[src/rtl/pos_pkg.sv]
// Shared definitions for the pos position encoder/decoder pair: generator
// state encoding and the single 7-bit pattern table both sides agree on.
package pos_pkg;

  // PG_ prefix keeps these clear of the decoder's s0..s15 state names.
  typedef enum logic [2:0] {
    PG_IDLE  = 3'd0,
    PG_PRE   = 3'd1,
    PG_DRIVE = 3'd2,
    PG_GUARD = 3'd3,
    PG_DONE  = 3'd4
  } pg_state_t;

  // Bit order is {a,b,c,d,e,f,g}, a in the MSB.
  localparam logic [6:0] POS_PAT0 = 7'b1110010;
  localparam logic [6:0] POS_PAT1 = 7'b0110000;
  localparam logic [6:0] POS_PAT2 = 7'b1101101;
  localparam logic [6:0] POS_PAT3 = 7'b1111001;

  function automatic logic [6:0] pos_pattern(input logic [1:0] code);
    logic [6:0] pat;
    case (code)
      2'd0:    pat = POS_PAT0;
      2'd1:    pat = POS_PAT1;
      2'd2:    pat = POS_PAT2;
      default: pat = POS_PAT3;
    endcase
    return pat;
  endfunction

endpackage

[src/rtl/pos_pattern_rom.sv]
// Combinational 2-bit position code to 7-bit segment pattern lookup.
module pos_pattern_rom
  import pos_pkg::*;
(
  input  logic [1:0] i_code,
  output logic [6:0] o_pattern
);

  assign o_pattern = pos_pattern(i_code);

endmodule

[src/rtl/pos_pattern_gen.sv]
// Framed pattern transmitter: on an accepted start it drives PRE (zero),
// DRIVE (pattern of the latched code), GUARD (zero), then a one-cycle DONE.
//
// Handshake: start is a single-cycle request sampled only in IDLE; while busy
// is high or done is high, start and pos_in are ignored. No ready signal.
module pos_pattern_gen
  import pos_pkg::*;
#(
  parameter int unsigned HOLD  = 4,
  parameter int unsigned GUARD = 2
) (
  input  logic       clk,
  input  logic       rst_n,
  input  logic       start,
  input  logic [1:0] pos_in,
  output logic       a,
  output logic       b,
  output logic       c,
  output logic       d,
  output logic       e,
  output logic       f,
  output logic       g,
  output logic       busy,
  output logic       done
);

  localparam logic [7:0] HOLD_LAST  = 8'(HOLD - 1);
  localparam logic [7:0] GUARD_LAST = 8'(GUARD - 1);

  pg_state_t  r_state, w_state_nxt;
  logic [7:0] r_cnt, w_cnt_nxt;
  logic [1:0] r_code, w_code_nxt;
  logic [6:0] r_seg, w_seg_nxt;
  logic       r_busy, w_busy_nxt;
  logic       r_done, w_done_nxt;
  logic [6:0] w_pattern;

  // DRIVE is only ever entered from PRE, so r_code is already latched there.
  pos_pattern_rom u_rom (
    .i_code    (r_code),
    .o_pattern (w_pattern)
  );

  always_ff @(posedge clk or negedge rst_n) begin
    if (!rst_n) begin
      r_state <= PG_IDLE;
      r_cnt   <= 8'd0;
      r_code  <= 2'd0;
      r_seg   <= 7'd0;
      r_busy  <= 1'b0;
      r_done  <= 1'b0;
    end else begin
      r_state <= w_state_nxt;
      r_cnt   <= w_cnt_nxt;
      r_code  <= w_code_nxt;
      r_seg   <= w_seg_nxt;
      r_busy  <= w_busy_nxt;
      r_done  <= w_done_nxt;
    end
  end

  always_comb begin
    w_state_nxt = r_state;
    w_cnt_nxt   = r_cnt;
    w_code_nxt  = r_code;
    case (r_state)
      PG_IDLE: begin
        if (start) begin
          w_code_nxt  = pos_in;
          w_state_nxt = PG_PRE;
          w_cnt_nxt   = 8'd0;
        end
      end
      PG_PRE: begin
        if (r_cnt == HOLD_LAST) begin
          w_state_nxt = PG_DRIVE;
          w_cnt_nxt   = 8'd0;
        end else begin
          w_cnt_nxt = r_cnt + 8'd1;
        end
      end
      PG_DRIVE: begin
        if (r_cnt == HOLD_LAST) begin
          w_state_nxt = PG_GUARD;
          w_cnt_nxt   = 8'd0;
        end else begin
          w_cnt_nxt = r_cnt + 8'd1;
        end
      end
      PG_GUARD: begin
        if (r_cnt == GUARD_LAST) begin
          w_state_nxt = PG_DONE;
          w_cnt_nxt   = 8'd0;
        end else begin
          w_cnt_nxt = r_cnt + 8'd1;
        end
      end
      PG_DONE: begin
        w_state_nxt = PG_IDLE;
        w_cnt_nxt   = 8'd0;
      end
      default: begin
        w_state_nxt = PG_IDLE;
        w_cnt_nxt   = 8'd0;
      end
    endcase
  end

  // Outputs are registered from the next state so they line up with r_state.
  always_comb begin
    w_busy_nxt = (w_state_nxt == PG_PRE) || (w_state_nxt == PG_DRIVE) ||
                 (w_state_nxt == PG_GUARD);
    w_done_nxt = (w_state_nxt == PG_DONE);
    w_seg_nxt  = (w_state_nxt == PG_DRIVE) ? w_pattern : 7'd0;
  end

  assign {a, b, c, d, e, f, g} = r_seg;
  assign busy = r_busy;
  assign done = r_done;

endmodule

[config.mk]
export PLATFORM = sky130hd
export DESIGN_NAME = pos_pattern_gen
export DESIGN_NICKNAME = d
export VERILOG_FILES = /design/src/rtl/pos_pkg.sv /design/src/rtl/pos_pattern_rom.sv /design/src/rtl/pos_pattern_gen.sv
export SDC_FILE = /design/constraint.sdc
export NUM_CORES = 1
export LEC_CHECK = 0
export CORE_ASPECT_RATIO = 2
export CORE_UTILIZATION = 30
export CTS_CLUSTER_SIZE = 25
export DETAILED_ROUTE_END_ITERATION = 8
export GPL_TIMING_DRIVEN = 1
export SETUP_SLACK_MARGIN = 0.4
export SLEW_MARGIN = 20
export SYNTH_ARGS = -nofsm -noshare
export SYNTH_HDL_FRONTEND = slang
export SYNTH_SLANG_ARGS = --single-unit
[constraint.sdc]
create_clock -name clk -period 2.6 [get_ports clk]
set_clock_uncertainty 0.1 [all_clocks]
set_input_delay 0.78 -clock clk [delete_from_list [all_inputs] [get_ports clk]]
set_output_delay 0.78 -clock clk [all_outputs]
set_load 0.005 [all_outputs]
==> results of run 1 <==
-- how the worst min path moves through the flow --
stage | start | to | slack, ps | cells after the start
global route | r_code[0] | r_seg[1] | 430 | 1
finish | r_code[0] | r_seg[1] | 400 | 1
global placement | r_code[0] | r_seg[1] | 390 | 1
CTS | r_code[0] | r_seg[1] | 410 | 1
floorplan | r_code[0] | r_seg[1] | 340 | 1
detailed placement | r_code[0] | r_seg[1] | 390 | 1
-- metal layers --
metal	wire length [µm]	part of all wire	up-vias	GRT usage
met3	68	0.033	6	0.0277
met1	709	0.34	399	0.117
met2	1220	0.59	32	0.229
met5	0	0	-	0
met4	80	0.038	0	0.0909
li1	-	-	387	-
-- cell families after synthesis --
| group | Yosys count |
|---|---|
| adders and majority gates | 2 |
| xor gates and xnor gates | 2 |
| AOI/OAI and AO/OA | 18 |
| DFF | 21 |
| and+or+nand+nor | 49 |
| muxes | 2 |
| buffers and inverters | 8 |
-- per-stage QoR --
| stage | worst slack, ps | utilization | instances | cell area [µm²] |
|---|---|---|---|---|
| 2_1_floorplan | 903 | - | 102 | 1030 |
| 3_3_place_gp | 269 | 0.367 | 143 | 1180 |
| 3_5_place_dp | 203 | 0.367 | 143 | 1180 |
| 4_1_cts | 474 | 0.381 | 147 | 1230 |
| 5_1_grt | 426 | 0.381 | 147 | 1230 |
| 6_report | 471 | 0.381 | 147 | 1230 |
-- worst max-delay path, cell delays in order --
cell and delay (ps):
clkdlybuf4s50_1 550, nor4b_1 450, mux2_2 390
-- registers in the layout, summed over array words and instances (netlist names) --
| signal | cells |
|---|---|
| busy | 1 |
| done | 1 |
| r_cnt | 8 |
| r_code | 2 |
| r_seg | 6 |
| r_state | 3 |
-- where the power goes --
group / total (W) / switching [W] / internal [W]
Clock: 0.000214 / 0.000107 / 0.000107
Combinational: 0.000510 / 0.000249 / 0.000261
Sequential: 0.000563 / 0.000133 / 0.000430
-- layout make-up --
cell class | count | area, µm²
fillers | 317 | 2000
well taps | 31 | 38.8
clock buffers | 3 | 41.3
clock inverters | 1 | 5.00
flip-flops and latches | 21 | 526
repair buffers | 14 | 138
inverters | 4 | 15.0
multi-input cells | 73 | 467
-- placed cells by master, fill, tap and decap left out, types with 2 or more instances in the layout --
| cell type | synthesis | layout |
|---|---|---|
| dfrtp_1 | 21 | 21 |
| clkdlybuf4s50_1 | 0 | 13 |
| nor2_1 | 11 | 11 |
| nand2_1 | 9 | 9 |
| o21ai_0 | 9 | 9 |
| nand3_1 | 5 | 5 |
| inv_1 | 4 | 4 |
| nor3_1 | 4 | 4 |
| nor2b_1 | 3 | 3 |
| and3_1 | 3 | 3 |
| clkbuf_8 | 0 | 3 |
| nor4_4 | 2 | 2 |
| nor4_1 | 2 | 2 |
| nand4_1 | 2 | 2 |
| nor3b_1 | 2 | 2 |
| mux2_2 | 2 | 2 |
| ha_1 | 2 | 2 |
==> flow_summary.yaml, run 1 <==
outcome:
  run_status: "complete, but fails checks"
  failing_checks: "DRC"
setup_path:
  crit_start: "start"
  reg2reg_depth: 5
  timing.reg2reg.setup_slack_ps: 850
  crit-reg2reg-launch: "r_cnt[0]"
  critical_path_endpoint_category: "register"
  crit_path_max_fanout: 3
  timing.critical_path.from_type: "input pin"
  worstPathArrival_ps: 2180
  crit_path_end: "r_code[0]"
  critical_path_class: "input pin to register"
  worstReg2RegEnd: "r_cnt[3]"
  worst_ep_required_time_ps: 2650
worst_hold_path:
  hold_path.class: "register to register"
clock_network:
  cts.repair_timing.setup_buffer_count: 0
  htree_num_levels: 1
  cts_resized: 0
  tritoncts_clock_tree: "yes"
  post_cts_hold_buffer_count: 0
  tritoncts.num_buffers: 3
  clk_pin_slew_ps: 70
  cts_root_buf: "clkbuf_8"
  cts.sink_count: 21
  clkLatencyLatePin_ps: 260
  ctsLongestPathBuffers: 2
synth:
  ys_top_cells_by_count: "dfrtp_1, nor2_1, nand2_1, o21ai_0, nand3_1"
  post-synth-top-count-cell: "dfrtp_1"
  yosys-mux-area-fraction: 0.0218
  synth_cell_type_count: 35
  edff_count_synth: 0
  post_synthesis_cell_area_mm2: 0.00103
  synth-seq-cells: 21
  synth_top_cell_area_share: 0.510
  synth_top_cells_by_area: "dfrtp_1, o21ai_0, nor4_4"
  synthesized_area_fraction_occupied_by_ao_oa_aoi_and_oai_cells: 0.110
  combinational_family_with_the_most_area_after_synthesis: "simple AND/OR/NAND/NOR gates"
  synth_fp_nets: 109
  synth_adder_area_share: 0.0243
  post_synth_xor_area_fraction: 0.0170
  asyncSetResetFlopFracSynth: 1.00
  yosys.area_share.simple: 0.279
  synth-main-ff-cell: "dfrtp_1"
  synth.yosys.seq_area_share: 0.510
  syn-instance-count: 102
  synth_top_cell_by_area: "dfrtp_1"
  ys_warn_count: 0
  syn_area_per_cell_um2: 10.1
power:
  power_density_mw_per_mm2: 1050
  vdd_ir_drop_max_mv: 0.326
  lkg_pwr_nw: 0.519
  totalPowerFinal_w: 0.00129
timing:
  fin_crit_sh: 0.819
  final_hold_slack_ps: 402
  period_needed_ps: 2130
  setup_tns_final_ps: 0
  fmaxAchievable_mhz: 470
  report.final.setup_viol: 0
  timing.final.max_slew_violations: 0
  tightest_slew_ps: 530
  timing.final.hold_violations: 0
  slew_headroom: 0.647
  unrepaired_setup_endpoints_after_global_routing: "no"
global_routing:
  grt_max_degree: 22
  remaining_overflow_grt: 0
  grt_first_pass_wirelength_um: 3520
  antenna_found_initial: 0
  grt.total_usage: 0.127
  first_global_vias: 811
floorplanning:
  die_boundary_height_um: 84.9
  i_o_pins: 14
  overall_die_area_mm2: 0.00369
  initial_core_util: 0.319
  row_count: 29
  die_x_um: 43.5
  core-area_mm2: 0.00323
place:
  gp_congestion: 0.763
  port_buffers: 13
  place_hpwl_um: 1590
cells_and_area:
  areaGrowthSynthToFinish_pct: 19.3
  nets: 124
  layout-drive-gt1-share: 0.112
  insertedDiodeCount: 0
detailed_routing:
  wire_per_inst_um: 14.1
  detailedRoute.firstIterationViolations: 16
  route.vias.total: 824
  drt_drc_violations_left: 6
  antenna_violating_nets_post_route: 0
  first_pass_iters: 6
  vias_per_instance: 5.61
  drt_wl_total_um: 2080
flow_run:
  cap_violations: 0
(Power assumes the default switching activity.)
==> run 2: changes to the inputs <==
==> constraint.sdc (replaced) <==
create_clock -name clk -period 2.16 [get_ports clk]
set_clock_uncertainty 0.1 [all_clocks]
set_input_delay 0.648 -clock clk [delete_from_list [all_inputs] [get_ports clk]]
set_output_delay 0.648 -clock clk [all_outputs]
set_load 0.005 [all_outputs]
==> flow_summary.yaml, run 2 (synthesis results as in run 1) <==
outcome:
  run_status: "complete, but fails checks"
  failing_checks: "DRC"
floorplanning:
  initial_core_util: 0.319
  die_x_um: 43.5
  row_count: 29
  i_o_pins: 14
  die_boundary_height_um: 84.9
  overall_die_area_mm2: 0.00369
  core-area_mm2: 0.00323
power:
  vdd_ir_drop_max_mv: 0.464
  power_density_mw_per_mm2: 1210
  lkg_pwr_nw: 0.583
global_routing:
  grt_max_degree: 22
  remaining_overflow_grt: 0
  antenna_found_initial: 0
  first_global_vias: 808
  grt.total_usage: 0.128
  grt_first_pass_wirelength_um: 3610
setup_path:
  timing.reg2reg.setup_slack_ps: 480
  timing.critical_path.from_type: "register"
  crit-reg2reg-launch: "r_cnt[4]"
  crit_start: "r_cnt[4]"
  critical_path_class: "register to register"
  worst_ep_required_time_ps: 2170
  critical_path_endpoint_category: "register"
  reg2reg_depth: 4
  worstPathArrival_ps: 1690
  crit_path_max_fanout: 6
  crit_path_end: "r_seg[1]"
  worstReg2RegEnd: "r_seg[1]"
clock_network:
  htree_num_levels: 1
  post_cts_hold_buffer_count: 0
  tritoncts.num_buffers: 3
  clkLatencyLatePin_ps: 250
  tritoncts_clock_tree: "yes"
  cts_root_buf: "clkbuf_8"
  ctsLongestPathBuffers: 2
  clk_pin_slew_ps: 70
  cts.sink_count: 21
cells_and_area:
  regMostFlops: "r_cnt"
  most-common-layout-cells: "dfrtp_1, nor2_1, dlygate4sd2_1, nand2_1, o21ai_0"
  insertedDiodeCount: 0
  areaGrowthSynthToFinish_pct: 24.9
  finalNonFillerCells: 150
  layout_commonest_cell: "dfrtp_1"
  largest_reg_flops: 8
  layout-drive-gt1-share: 0.202
  num-fill-cells: 322
  nets: 127
  reg_top3: "r_cnt (8), r_seg (6), r_state (3)"
detailed_routing:
  first_pass_iters: 6
  drt_wl_total_um: 2030
  detailedRoute.firstIterationViolations: 20
  dr_wl_met3_um: 43
  drt_drc_violations_left: 6
  antenna_violating_nets_post_route: 0
  route.vias.total: 793
  wire_per_inst_um: 13.5
  detail_route.wirelength.met1_um: 739
  vias_per_instance: 5.29
  routed-wl-met2_um: 1220
  top_signal_layer_used: "met4"
timing:
  fmaxAchievable_mhz: 594
  report.final.setup_viol: 0
  tightest_slew_ps: 587
  period_needed_ps: 1680
  fin_crit_sh: 0.780
  slew_headroom: 0.609
  unrepaired_setup_endpoints_after_global_routing: "yes"
  timing.final.hold_violations: 0
  timing.final.max_slew_violations: 0
  setup_tns_final_ps: 0
place:
  post-place-cells: 145
  port_buffers: 13
  place_hpwl_um: 1540
  gp_congestion: 0.791
worst_hold_path:
  hold_path.class: "register to register"
  timing.hold.worst_path_depth: 1
flow_run:
  cap_violations: 0
==> run 2: cell type report <==
type	instances	area (µm²)	share of cell area
inverter	4	15.0	0.0117
timing repair buffer	17	155	0.121
clock inverter	1	5.00	0.00389
multi-input combinational	73	502	0.390
clock buffer	3	41.3	0.0321
tap	31	38.8	0.0301
sequential	21	531	0.412
==> run 2: worst min path at each step <==
stage	start	endpoint	slack [ps]
4_1_cts	r_code[0]	r_seg[1]	420
5_1_grt	r_code[0]	r_seg[1]	430
6_report	r_code[0]	r_seg[1]	410
3_5_place_dp	r_code[0]	r_seg[1]	400
2_1_floorplan	rst_n	busy	250
3_3_place_gp	r_code[0]	r_seg[1]	400
==> run 2: worst max-delay path, cell delays in order (launching register included) <==
cell      delay [ps]
dfrtp_2          460
nor4_4           360
a311oi_1         190
a31oi_2          340
nor4_1            90
==> run 2: stage by stage <==
stage               total power (W)  setup slack, ps  utilization  cell area [µm²]  hold slack, ps
finish                      0.00156              476        0.399             1290             409
global route                0.00171              392        0.399             1290             428
CTS                         0.00154              388        0.388             1250             417
detailed placement          0.00130              100        0.371             1200             396
global placement            0.00129              101        0.371             1200             396
floorplan                   0.00108              586            -             1030             252
==> run 2: power breakdown <==
| group | total [W] | switching, W | internal, W |
|---|---|---|---|
| registers | 0.000702 | 0.000179 | 0.000523 |
| logic | 0.000612 | 0.000307 | 0.000305 |
| clock network | 0.000246 | 0.000118 | 0.000128 |
| total | 0.00156 | 0.000603 | 0.000956 |
==> run 2: timing repair <==
action	in CTS	in global routing
setup endpoints to repair	13	16
gates resized for setup	14	10
pin swaps	1	4
buffers inserted	1	0
==> run 2: per-layer routing <==
metal  up-vias  GRT usage
met3         2     0.0191
met4         0     0.0426
met2         9      0.247
met1       388      0.132
li1        394          -
met5         -          0
